$ cat src/rtl/x_uart_tx_fifo_if.sv
// Push-side and transmitter-side signals of the UART TX byte buffer.
// The slave modport is the FIFO; the master modport is the producer/transmitter pair.
interface x_uart_tx_fifo_if #(
  parameter int p_depth = 16,
  parameter int p_width = 8
);
  localparam int c_lw = $clog2(p_depth) + 1;

  logic [p_width-1:0] i_data;
  logic               i_valid;
  logic               o_ready;
  logic               i_flush;
  logic [p_width-1:0] o_tx_data;
  logic               o_tx_valid;
  logic               i_tx_accept;
  logic [c_lw-1:0]    o_level;
  logic               o_overflow;

  modport slave (
    input  i_data, i_valid, i_flush, i_tx_accept,
    output o_ready, o_tx_data, o_tx_valid, o_level, o_overflow
  );

  modport master (
    output i_data, i_valid, i_flush, i_tx_accept,
    input  o_ready, o_tx_data, o_tx_valid, o_level, o_overflow
  );
endinterface

$ cat src/rtl/x_uart_tx_fifo.sv
// Byte FIFO feeding the UART transmitter; the head byte stays stable on o_tx_data
// until the transmitter accepts it at the end of the stop bit.
module x_uart_tx_fifo #(
  parameter int p_depth = 16,
  parameter int p_width = 8
) (
  input logic             i_clk,
  input logic             i_rst_n,
  x_uart_tx_fifo_if.slave bus
);
  localparam int c_aw = $clog2(p_depth);
  localparam int c_pw = c_aw + 1;

  logic [c_pw-1:0]    wr_ptr_reg, wr_ptr_next;
  logic [c_pw-1:0]    rd_ptr_reg, rd_ptr_next;
  logic [c_pw-1:0]    level_reg, level_next;
  logic               overflow_reg, overflow_next;
  logic [p_width-1:0] mem_reg [p_depth];

  logic empty, full, ready, push_en, pop_en;

  assign empty   = (wr_ptr_reg == rd_ptr_reg);
  assign full    = ((wr_ptr_reg ^ rd_ptr_reg) == {1'b1, {c_aw{1'b0}}});
  assign ready   = !full && !bus.i_flush;
  assign push_en = bus.i_valid && ready;
  assign pop_en  = bus.i_tx_accept && !empty;

  // A flush on a non-empty FIFO keeps only the head byte (it is mid-frame);
  // if that head is accepted in the same cycle the FIFO ends up empty.
  always_comb begin
    wr_ptr_next   = wr_ptr_reg;
    rd_ptr_next   = rd_ptr_reg;
    overflow_next = overflow_reg;
    if (bus.i_flush) begin
      overflow_next = 1'b0;
      if (!empty) begin
        wr_ptr_next = rd_ptr_reg + c_pw'(1);
        if (pop_en)
          rd_ptr_next = rd_ptr_reg + c_pw'(1);
      end
    end else begin
      if (push_en)
        wr_ptr_next = wr_ptr_reg + c_pw'(1);
      if (pop_en)
        rd_ptr_next = rd_ptr_reg + c_pw'(1);
      if (bus.i_valid && full)
        overflow_next = 1'b1;
    end
    level_next = wr_ptr_next - rd_ptr_next;
  end

  always_ff @(posedge i_clk or negedge i_rst_n) begin
    if (!i_rst_n) begin
      wr_ptr_reg   <= '0;
      rd_ptr_reg   <= '0;
      level_reg    <= '0;
      overflow_reg <= 1'b0;
    end else begin
      wr_ptr_reg   <= wr_ptr_next;
      rd_ptr_reg   <= rd_ptr_next;
      level_reg    <= level_next;
      overflow_reg <= overflow_next;
    end
  end

  // Never written at the read index while valid, since a push into the head slot needs full.
  generate
    for (genvar gi = 0; gi < p_depth; gi++) begin : g_entry
      always_ff @(posedge i_clk or negedge i_rst_n) begin
        if (!i_rst_n)
          mem_reg[gi] <= '0;
        else if (push_en && (wr_ptr_reg[c_aw-1:0] == c_aw'(gi)))
          mem_reg[gi] <= bus.i_data;
      end
    end
  endgenerate

  assign bus.o_ready    = ready;
  assign bus.o_tx_valid = !empty;
  assign bus.o_tx_data  = mem_reg[rd_ptr_reg[c_aw-1:0]];
  assign bus.o_level    = level_reg;
  assign bus.o_overflow = overflow_reg;
endmodule

$ cat src/flat_wrapper.sv
// flat-port wrapper written by rule: the top's interface ports become plain ports
module x_uart_tx_fifo_flat 
#(
  parameter int p_depth = 16,
  parameter int p_width = 8
)
  (i_clk, i_rst_n, bus_i_data, bus_i_valid, bus_i_flush, bus_i_tx_accept, bus_o_ready, bus_o_tx_data, bus_o_tx_valid, bus_o_level, bus_o_overflow);
  x_uart_tx_fifo_if #(.p_depth(p_depth), .p_width(p_width)) bus_i ();
  input logic i_clk;
  input logic i_rst_n;
  input wire logic [$bits(bus_i.i_data)-1:0] bus_i_data;
  input wire logic [$bits(bus_i.i_valid)-1:0] bus_i_valid;
  input wire logic [$bits(bus_i.i_flush)-1:0] bus_i_flush;
  input wire logic [$bits(bus_i.i_tx_accept)-1:0] bus_i_tx_accept;
  output wire logic [$bits(bus_i.o_ready)-1:0] bus_o_ready;
  output wire logic [$bits(bus_i.o_tx_data)-1:0] bus_o_tx_data;
  output wire logic [$bits(bus_i.o_tx_valid)-1:0] bus_o_tx_valid;
  output wire logic [$bits(bus_i.o_level)-1:0] bus_o_level;
  output wire logic [$bits(bus_i.o_overflow)-1:0] bus_o_overflow;
  assign bus_i.i_data = bus_i_data;
  assign bus_i.i_valid = bus_i_valid;
  assign bus_i.i_flush = bus_i_flush;
  assign bus_i.i_tx_accept = bus_i_tx_accept;
  assign bus_o_ready = bus_i.o_ready;
  assign bus_o_tx_data = bus_i.o_tx_data;
  assign bus_o_tx_valid = bus_i.o_tx_valid;
  assign bus_o_level = bus_i.o_level;
  assign bus_o_overflow = bus_i.o_overflow;
  x_uart_tx_fifo #(.p_depth(p_depth), .p_width(p_width)) u_core (.i_clk(i_clk), .i_rst_n(i_rst_n), .bus(bus_i));
endmodule
$ cat config.mk
export PLATFORM = sky130hd
export DESIGN_NAME = x_uart_tx_fifo_flat
export DESIGN_NICKNAME = d
export VERILOG_FILES = /design/src/rtl/x_uart_tx_fifo_if.sv /design/src/rtl/x_uart_tx_fifo.sv /design/src/flat_wrapper.sv
export SDC_FILE = /design/constraint.sdc
export NUM_CORES = 1
export LEC_CHECK = 0
export BUFFER_PORTS_ARGS = -buffer_cell sky130_fd_sc_hd__clkbuf_2
export CAP_MARGIN = 20
export CELL_PAD_IN_SITES_DETAIL_PLACEMENT = 1
export CELL_PAD_IN_SITES_GLOBAL_PLACEMENT = 2
export CORE_UTILIZATION = 45
export CTS_CLUSTER_SIZE = 8
export DETAILED_ROUTE_END_ITERATION = 10
export PLACE_DENSITY = 0.87
export SYNTH_ARGS = -nofsm -noshare
export SYNTH_HDL_FRONTEND = slang
export SYNTH_SLANG_ARGS = --single-unit
$ cat constraint.sdc
create_clock -name i_clk -period 4.3 [get_ports i_clk]
set_clock_uncertainty 0.15 [all_clocks]
set_input_delay 0.43 -clock i_clk [delete_from_list [all_inputs] [get_ports i_clk]]
set_output_delay 0.43 -clock i_clk [all_outputs]
set_load 0.02 [all_outputs]
==> results.yml, run 1 <==
power:
  p_sw_share_pct: 38.8
  vdd_drop_max_v: 0.000373
  clockPowerShare_pct: 20.5
  switchingPower_w: 0.00269
  combinationalPowerShare_pct: 45.4
  p_int_w: 0.00425
  total_leakage_power_nw: 3.62
  seqPwrFrac_pct: 34.1
  pwr_density_cell_mw_per_mm2: 844
clock_network:
  clkTransAtPathRegs_ns: 0.07
  htreeDepth: 4
  numCtsBuffers: 17
  cts-root-buf: "clkbuf_16"
  cts_tree: "done"
  clk_latency_ns: 0.43
  cts_sinks: 144
  cts_resized: 0
  cts_buffer_depth: 2
die:
  initial_utilization_pct: 45.9
  fp-row-count: 46
  die_h_um: 129
  die_x_um: 129
  core_sq_mm: 0.0158
  io-pin-count: 29
  die_area_sq_mm: 0.0167
critical_path:
  path_cells: "xnor2_1 > nand4_4 > o21ai_0 > mux2i_1 > mux2i_1 > fa_1 > a21o_1 > a2111oi_0 > a211oi_1 > nand3_1 > xor2_1"
  critPathArrivalTime_ns: 4.13
  path_max_fanout: 9
  crit_top_cell: "mux2i_1"
  critPathLaunchType: "register"
  endpoint_kind: "register"
  required_ns: 4.50
  path_class: "reg2reg"
  slowest_stage: "a2111oi_0"
  critPathMaxStageDelay_ns: 0.59
yosys:
  syn_avg_cell_area_sq_um: 13.9
  ys.flop_type: "dfrtp_1"
  synth.distinct_cells: 46
  ys_seq_area_share_pct: 49.6
  syn_nets: 546
  synthCells: 523
  ys_async_sr_fraction_pct: 100
  netlist_area_sq_mm: 0.00727
  synth-edff-count: 0
  ys_warn_count: 0
  ys_ff_latch: 144
routing:
  wl_met2_um: 8690
  wl_met3_um: 571
  postRouteAntennaNets: 0
  drtPass1Iterations: 4
  drc: 0
  met1_length_um: 7810
  vias: 4496
  via_per_inst: 5.78
  routedWlPerCell_um: 22.3
  routed_wl_um: 17400
  first_iter_violations: 216
  routed.top_layer: "met4"
sta:
  hold_ws_ns: 0.164
  clock.fmax_mhz: 255
  min_period_over_period_pct: 91.3
  layout_min_cycle_time_ns: 3.93
  rsz0062_at_grt: "false"
  finalHoldViolCount: 0
  finalMaxSlewViolations: 0
  worst_slew_pin_slew_ns: 0.956
  fin_tns_setup_ns: 0
  timing.slew.headroom_pct: 36.2
  setup_viol: 0
cells_and_area:
  layout_common_cells: "dfrtp_1 (143), mux2_2 (136), mux2i_1 (31), clkbuf_2 (27), o21ai_0 (19)"
  antennaDiodeCount: 0
  final_common_cell: "dfrtp_1"
  drive_above_1_share_pct: 44.3
  fin_util_pct: 51.9
  largest_register_ff_count: 128
  area_growth_pct: 13.1
  layout.nets: 572
  final_cell_area_sq_mm: 0.00822
global_route:
  grt_first_pass_wirelength_um: 28400
  grt_max_degree: 123
  overflow: 0
  first_global_vias: 4978
  grt_antenna_before_repair: 0
  grt.total_usage_pct: 23.3
worst_hold_path:
  hold_class: "in2reg"
placed_design:
  port_buffers: 28
  place_area_sq_mm: 0.00761
  place_hpwl_um: 11200
  gp_congestion: 0.862
run_status:
  status: "completed"
flow_run:
  timing.max_cap.violations: 0
## final timing paths
check,start,endpoint,slack (ns),depth (start not counted)
hold / removal,bus_i_valid,u_core.bus.o_overflow,0.16,3
setup reg to reg,u_core.wr_ptr_reg[1],u_core.bus.o_level[4],0.37,11
max in group asynchronous,i_rst_n,u_core.mem_reg[12],2.61,4
min in group asynchronous,i_rst_n,u_core.bus.o_level[4],0.27,2
setup / recovery,u_core.wr_ptr_reg[1],u_core.bus.o_level[4],0.37,11
hold reg to reg,u_core.mem_reg[63],u_core.mem_reg[63],0.34,1
## critical path: cells and delay by family, from the launching register on
kind	cells	cell delay, ns
AO/OA/AOI/OAI	4	1.36
adder cells (fa/ha/maj)	1	0.52
XOR/XNOR	2	0.46
AND/OR/NAND/NOR	2	0.41
multiplexers	2	0.49
flip-flops	1	0.45
## cell usage after synthesis (2+ instances only)
master	count	area share, %
dfrtp_1	144	50
mux2_2	136	21
mux2i_1	31	4.3
clkbuf_1	19	0.98
o21ai_0	19	1.3
mux4_2	16	5.0
nand2_1	14	0.72
a21oi_1	13	0.90
a22oi_1	10	1.0
buf_2	10	0.69
ha_1	9	1.5
nor2_4	9	1.4
xor2_1	9	1.1
a221oi_1	8	0.96
xnor2_1	7	0.84
inv_1	6	0.31
nand3_1	6	0.41
a2111oi_0	4	0.48
nand4_1	4	0.34
nor2_1	4	0.21
nor3_4	4	0.90
o211ai_4	4	1.2
a211o_1	3	0.36
nand2b_1	3	0.26
nor2_2	3	0.26
xnor2_2	3	0.67
a211oi_1	2	0.21
a21o_1	2	0.21
and3_1	2	0.17
and4_1	2	0.24
mux2_1	2	0.31
## repair_timing
item | CTS | global route
hold endpoints to repair | 0 | 23
hold buffers | 0 | 1
buffers inserted | 0 | 0
## layer usage
metal,up-vias,global-route usage (%)
met4,0,6.99
met3,30,5.28
met1,2381,30.3
met2,85,39.0
li1,2000,-
met5,-,0
## cell type report
type | count | area, sq um
multi-input combinational | 342 | 3510
inverter | 6 | 22.5
clock buffer | 18 | 439
fill | 1563 | 7610
tap | 216 | 270
clock inverter | 14 | 131
sequential | 144 | 3600
timing repair buffer | 38 | 244
## power groups by stage
stage | Sequential, W | Clock, W | Combinational [W]
global placement | 0.00231 | 0 | 0.00301
finish | 0.00237 | 0.00142 | 0.00315
CTS | 0.00236 | 0.00144 | 0.00317
global route | 0.00245 | 0.00150 | 0.00343
detailed placement | 0.00238 | 0 | 0.00314
floorplan | 0.00226 | 0 | 0.00241
## logic make-up after synthesis
family / synth area share, %
fa+ha+maj: 1.82
flops: 49.6
buf+inv: 2.13
compound gates: 7.01
xor+xnor: 2.98
simple gates: 5.87
mux: 30.6
## metrics by stage
stage	instances	setup WS, ns	total power, W
global placement	744	0.724	0.00532
CTS	776	0.459	0.00698
global route	778	0.218	0.00738
finish	778	0.373	0.00694
floorplan	523	0.949	0.00467
detailed placement	744	0.485	0.00552
(Power assumes the default switching activity.)
==> run 2: changes to the inputs <==
CELL_PAD_IN_SITES_DETAIL_PLACEMENT = default   (was 1)
CELL_PAD_IN_SITES_GLOBAL_PLACEMENT = default   (was 2)
CORE_UTILIZATION = 52   (was 45)
PLACE_DENSITY = 0.76   (was 0.87)
==> results.yml, run 2 (synthesized netlist as in run 1, its figures left out) <==
global_route:
  grt_antenna_before_repair: 0
  first_global_vias: 4703
  grt.total_usage_pct: 24.1
  grt_first_pass_wirelength_um: 25800
  overflow: 0
  grt_max_degree: 55
worst_hold_path:
  min_from: "bus_i_valid"
  hold_end: "u_core.bus.o_overflow"
  hold_class: "in2reg"
  holdPathStages: 3
critical_path:
  r2r-start: "u_core.wr_ptr_reg[2]"
  critPathArrivalTime_ns: 4.20
  critPathLaunchType: "register"
  path_max_fanout: 11
  path_class: "reg2reg"
  required_ns: 4.50
  endpoint_kind: "register"
  reg2reg_slack_ns: 0.29
  r2r_end: "u_core.bus.o_level[4]"
  ff2ff_path_depth: 13
clock_network:
  cts_sinks: 144
  cts_tree: "done"
  ctsHoldBuffers: 1
  cts-root-buf: "clkbuf_16"
  cts_resized: 0
  postCtsSetupRepairBufs: 0
  cts_buffer_depth: 2
  numCtsBuffers: 17
  clk_latency_ns: 0.42
  htreeDepth: 4
  clkTransAtPathRegs_ns: 0.06
cells_and_area:
  final_cell_area_sq_mm: 0.00820
  largest_register_ff_count: 128
  fin_cells: 737
  drive_above_1_share_pct: 44.0
  final_common_cell: "dfrtp_1"
  fillers: 1027
  layout.nets: 571
  area_growth_pct: 12.8
  layout_common_cells: "dfrtp_1 (143), mux2_2 (136), mux2i_1 (31), clkbuf_2 (27), o21ai_0 (19)"
  antennaDiodeCount: 0
routing:
  routedWlPerCell_um: 21.3
  drc: 0
  drtPass1Iterations: 5
  postRouteAntennaNets: 0
  vias: 4461
  first_iter_violations: 339
  via_per_inst: 6.05
  routed_wl_um: 15700
placed_design:
  placed_cells: 704
  place_hpwl_um: 10000
  port_buffers: 28
  dpl_worst_slack_ns: 0.334
  place_area_sq_mm: 0.00756
  gp_congestion: 0.900
sta:
  setup_viol: 0
  rsz0062_at_grt: "false"
  setup_slack_ns: 0.292
  timing.slew.headroom_pct: 38.2
  fin_tns_setup_ns: 0
  layout_min_cycle_time_ns: 4.01
  hold_ws_ns: 0.192
  min_period_over_period_pct: 93.2
  clock.fmax_mhz: 249
  finalHoldViolCount: 0
  finalMaxSlewViolations: 0
  worst_slew_pin_slew_ns: 0.927
die:
  io-pin-count: 29
  core_sq_mm: 0.0135
  initial_utilization_pct: 54.0
  fp-row-count: 42
  die_x_um: 120
  die_h_um: 120
  die_area_sq_mm: 0.0145
power:
  pwr_density_cell_mw_per_mm2: 847
  vdd_drop_max_v: 0.000410
  total_leakage_power_nw: 3.65
flow_run:
  timing.max_cap.violations: 0
run_status:
  status: "completed"
## run 2: changes by cell type in the layout (fill, tap and decap cells not counted), sizes merged
cell      before  now
bufinv         1    4
clkinvlp       6    3
inv           11    8
clkinv         2    4
buf           10    9
clkbuf        45   46
## run 2: area by class of cell
cell class,instances,area [sq um],area share (%)
Clock buffer,19,443,5.40
Clock inverter,13,184,2.24
Inverter,6,22.5,0.275
Multi-Input combinational cell,342,3510,42.8
Sequential cell,144,3600,44.0
Tap cell,176,220,2.69
Timing Repair Buffer,37,216,2.64
## run 2: worst max-delay path by stage
stage / from / end / cells past startpoint
finish: u_core.wr_ptr_reg[2] / u_core.bus.o_level[4] / 13
global route: u_core.wr_ptr_reg[3] / u_core.bus.o_level[4] / 13
CTS: u_core.wr_ptr_reg[2] / u_core.bus.o_level[4] / 13
detailed placement: u_core.wr_ptr_reg[2] / u_core.bus.o_level[4] / 13
global placement: u_core.wr_ptr_reg[2] / u_core.bus.o_level[4] / 13
floorplan: u_core.wr_ptr_reg[1] / u_core.bus.o_level[4] / 13
## run 2: report_power, final
group / internal, W / total (W) / leakage (nW) / switching (W)
clock: 0.000986 / 0.00155 / 0.300 / 0.000565
sequential: 0.00199 / 0.00239 / 1.83 / 0.000399
combinational: 0.00142 / 0.00301 / 1.51 / 0.00159
## run 2: per-layer routing
metal	part of all wire, %	global-route usage, %	vias to the layer above	wire (um)
met3	4.1	4.91	23	642
met4	2.2	8.33	0	340
li1	-	-	2002	-
met5	0	0	-	0
met1	45	33.3	2326	7150
met2	48	38.0	110	7590
## run 2: worst max-delay path, cell delays in order (launching register included)
cell and delay, ns:
dfrtp_1 0.73, xnor2_2 0.22, nand4_4 0.26, o21ai_0 0.47
xnor2_1 0.21, mux2_2 0.19, ha_1 0.13, inv_1 0.06
fa_1 0.43, a21o_1 0.22, a2111oi_0 0.46, a211oi_1 0.14
nand3_1 0.12, xor2_1 0.14
## run 2: through the flow
| stage | utilization [%] | power, W |
|---|---|---|
| 3_5_place_dp | 56.2 | 0.00541 |
| 3_3_place_gp | 56.2 | 0.00526 |
| 5_1_grt | 61.0 | 0.00737 |
| 2_1_floorplan | - | 0.00467 |
| 4_1_cts | 61.0 | 0.00699 |
| 6_report | 61.0 | 0.00695 |
==> run 3: changes to the inputs <==
CAP_MARGIN = default   (was 20)
RECOVER_POWER = 25   (was default)
==> results.yml, run 3 (synthesized netlist as in run 1, its figures left out) <==
sta:
  min_period_over_period_pct: 93.4
  layout_min_cycle_time_ns: 4.02
  finalHoldViolCount: 0
  worst_slew_pin_slew_ns: 2.29
  hold_ws_ns: 0.191
  clock.fmax_mhz: 249
  finalMaxSlewViolations: 45
  timing.slew.headroom_pct: -53.0
  setup_viol: 0
  rsz0062_at_grt: "false"
  fin_tns_setup_ns: 0
clock_network:
  htreeDepth: 4
  numCtsBuffers: 17
  postCtsSetupRepairBufs: 0
  cts_sinks: 144
  clk_latency_ns: 0.42
  cts_buffer_depth: 2
  cts_tree: "done"
  clkTransAtPathRegs_ns: 0.06
  cts-root-buf: "clkbuf_16"
critical_path:
  path_max_fanout: 11
  endpoint_kind: "register"
  required_ns: 4.50
  critPathArrivalTime_ns: 4.21
  path_class: "reg2reg"
  slowest_stage: "dfrtp_1"
  crit_family: "compound AO/OA/AOI/OAI gates"
  critPathLaunchType: "register"
  critPathBufInv: 1
  critPathMaxStageDelay_ns: 0.75
  path_cells: "xnor2_2 > nand4_4 > o21ai_0 > xnor2_1 > mux2_2 > ha_1 > inv_1 > fa_1 > a21o_1 > a2111oi_0 > a211oi_1 > nand3_1 > xor2_1"
routing:
  routed_wl_um: 15700
  first_iter_violations: 362
  drc: 0
  routedWlPerCell_um: 21.4
  postRouteAntennaNets: 0
  vias: 4455
  via_per_inst: 6.04
  drtPass1Iterations: 5
worst_hold_path:
  hold_class: "in2reg"
run_status:
  status: "complete, but fails checks"
  violations: "capacitance limit, slew limit"
global_route:
  grt_max_degree: 55
  top_usage_layer: "met2"
  first_global_vias: 4703
  overflow: 0
  grt_first_pass_wirelength_um: 25800
  grt.met1_usage_pct: 33.3
  grt.total_usage_pct: 24.1
  grtUsageMet3_pct: 4.91
  grt_use_met2_pct: 38.0
  grt_antenna_before_repair: 0
die:
  fp-row-count: 42
  die_h_um: 120
  die_area_sq_mm: 0.0145
  core_sq_mm: 0.0135
  initial_utilization_pct: 54.0
  io-pin-count: 29
  die_x_um: 120
placed_design:
  gp_congestion: 0.900
  port_buffers: 28
  place_hpwl_um: 10000
  placed_cells: 704
cells_and_area:
  layout_common_cells: "dfrtp_1 (143), mux2_2 (136), mux2i_1 (31), clkbuf_2 (21), o21ai_0 (19)"
  drive_above_1_share_pct: 42.8
  largest_register_ff_count: 128
  fin_cells: 737
  final_common_cell: "dfrtp_1"
  antennaDiodeCount: 0
  fin_util_pct: 60.9
  area_growth_pct: 12.7
  layout.nets: 571
power:
  total_leakage_power_nw: 3.62
  vdd_drop_max_v: 0.000410
  pwr_density_cell_mw_per_mm2: 847
flow_run:
  timing.max_cap.violations: 1
-- run 3: cell types whose count changed in the layout (fill, tap and decap cells not counted), sizes merged --
cell / change
buf: -1
clkbuf: +1
-- run 3: repair_timing --
item | in CTS | in global routing
endpoints found under the setup margin | 0 | 0
hold endpoints to repair | 52 | 0
hold buffers | 1 | 0
gates resized for setup | 0 | 0
-- run 3: path summary, 6_finish.rpt --
kind,slack [ns],end,startpoint,depth (start not counted)
worst max register to register,0.28,u_core.bus.o_level[4],u_core.wr_ptr_reg[2],13
worst min-delay path,0.19,u_core.bus.o_overflow,bus_i_valid,3
worst max-delay path,0.28,u_core.bus.o_level[4],u_core.wr_ptr_reg[2],13
max in group asynchronous,1.09,u_core.mem_reg[55],i_rst_n,3
worst min register to register,0.34,u_core.mem_reg[39],u_core.mem_reg[39],1
min in group asynchronous,0.38,u_core.rd_ptr_reg[4],i_rst_n,2
-- run 3: cell type report --
type,instances,area [sq um]
fillers,1033,5260
flip-flops and latches,144,3600
multi-input cells,342,3510
clock buffers,19,443
well taps,176,220
repair buffers,37,205
clock inverters,13,184
inverters,6,22.5
-- run 3: worst reg2reg max path: stages, from the launching register on --
cell and delay, ns:
dfrtp_1 0.75, xnor2_2 0.22, nand4_4 0.26, o21ai_0 0.47
xnor2_1 0.21, mux2_2 0.19, ha_1 0.13, inv_1 0.06
fa_1 0.43, a21o_1 0.22, a2111oi_0 0.46, a211oi_1 0.14
nand3_1 0.12, xor2_1 0.14
-- run 3: metrics by stage --
step | worst slack (ns) | power, W | area (sq um)
3_5_place_dp | 0.334 | 0.00541 | 7560
2_1_floorplan | 0.949 | 0.00467 | 7270
5_1_grt | 0.148 | 0.00736 | 8190
3_3_place_gp | 0.585 | 0.00526 | 7560
4_1_cts | 0.313 | 0.00699 | 8200
6_report | 0.284 | 0.00694 | 8190
-- run 3: routing by layer --
layer | share of wire (%) | wire length (um) | up-vias
met2 | 48 | 7600 | 113
li1 | - | - | 1995
met1 | 45 | 7090 | 2322
met4 | 2.2 | 350 | 0
met5 | 0 | 0 | -
met3 | 4.5 | 708 | 25
-- run 3: power by group --
group | total (W) | internal [W] | leakage, nW | switching [W]
sequential | 0.00239 | 0.00199 | 1.83 | 0.000399
clock | 0.00155 | 0.000986 | 0.300 | 0.000565
combinational | 0.00300 | 0.00142 | 1.49 | 0.00158
total | 0.00694 | 0.00439 | 3.62 | 0.00255
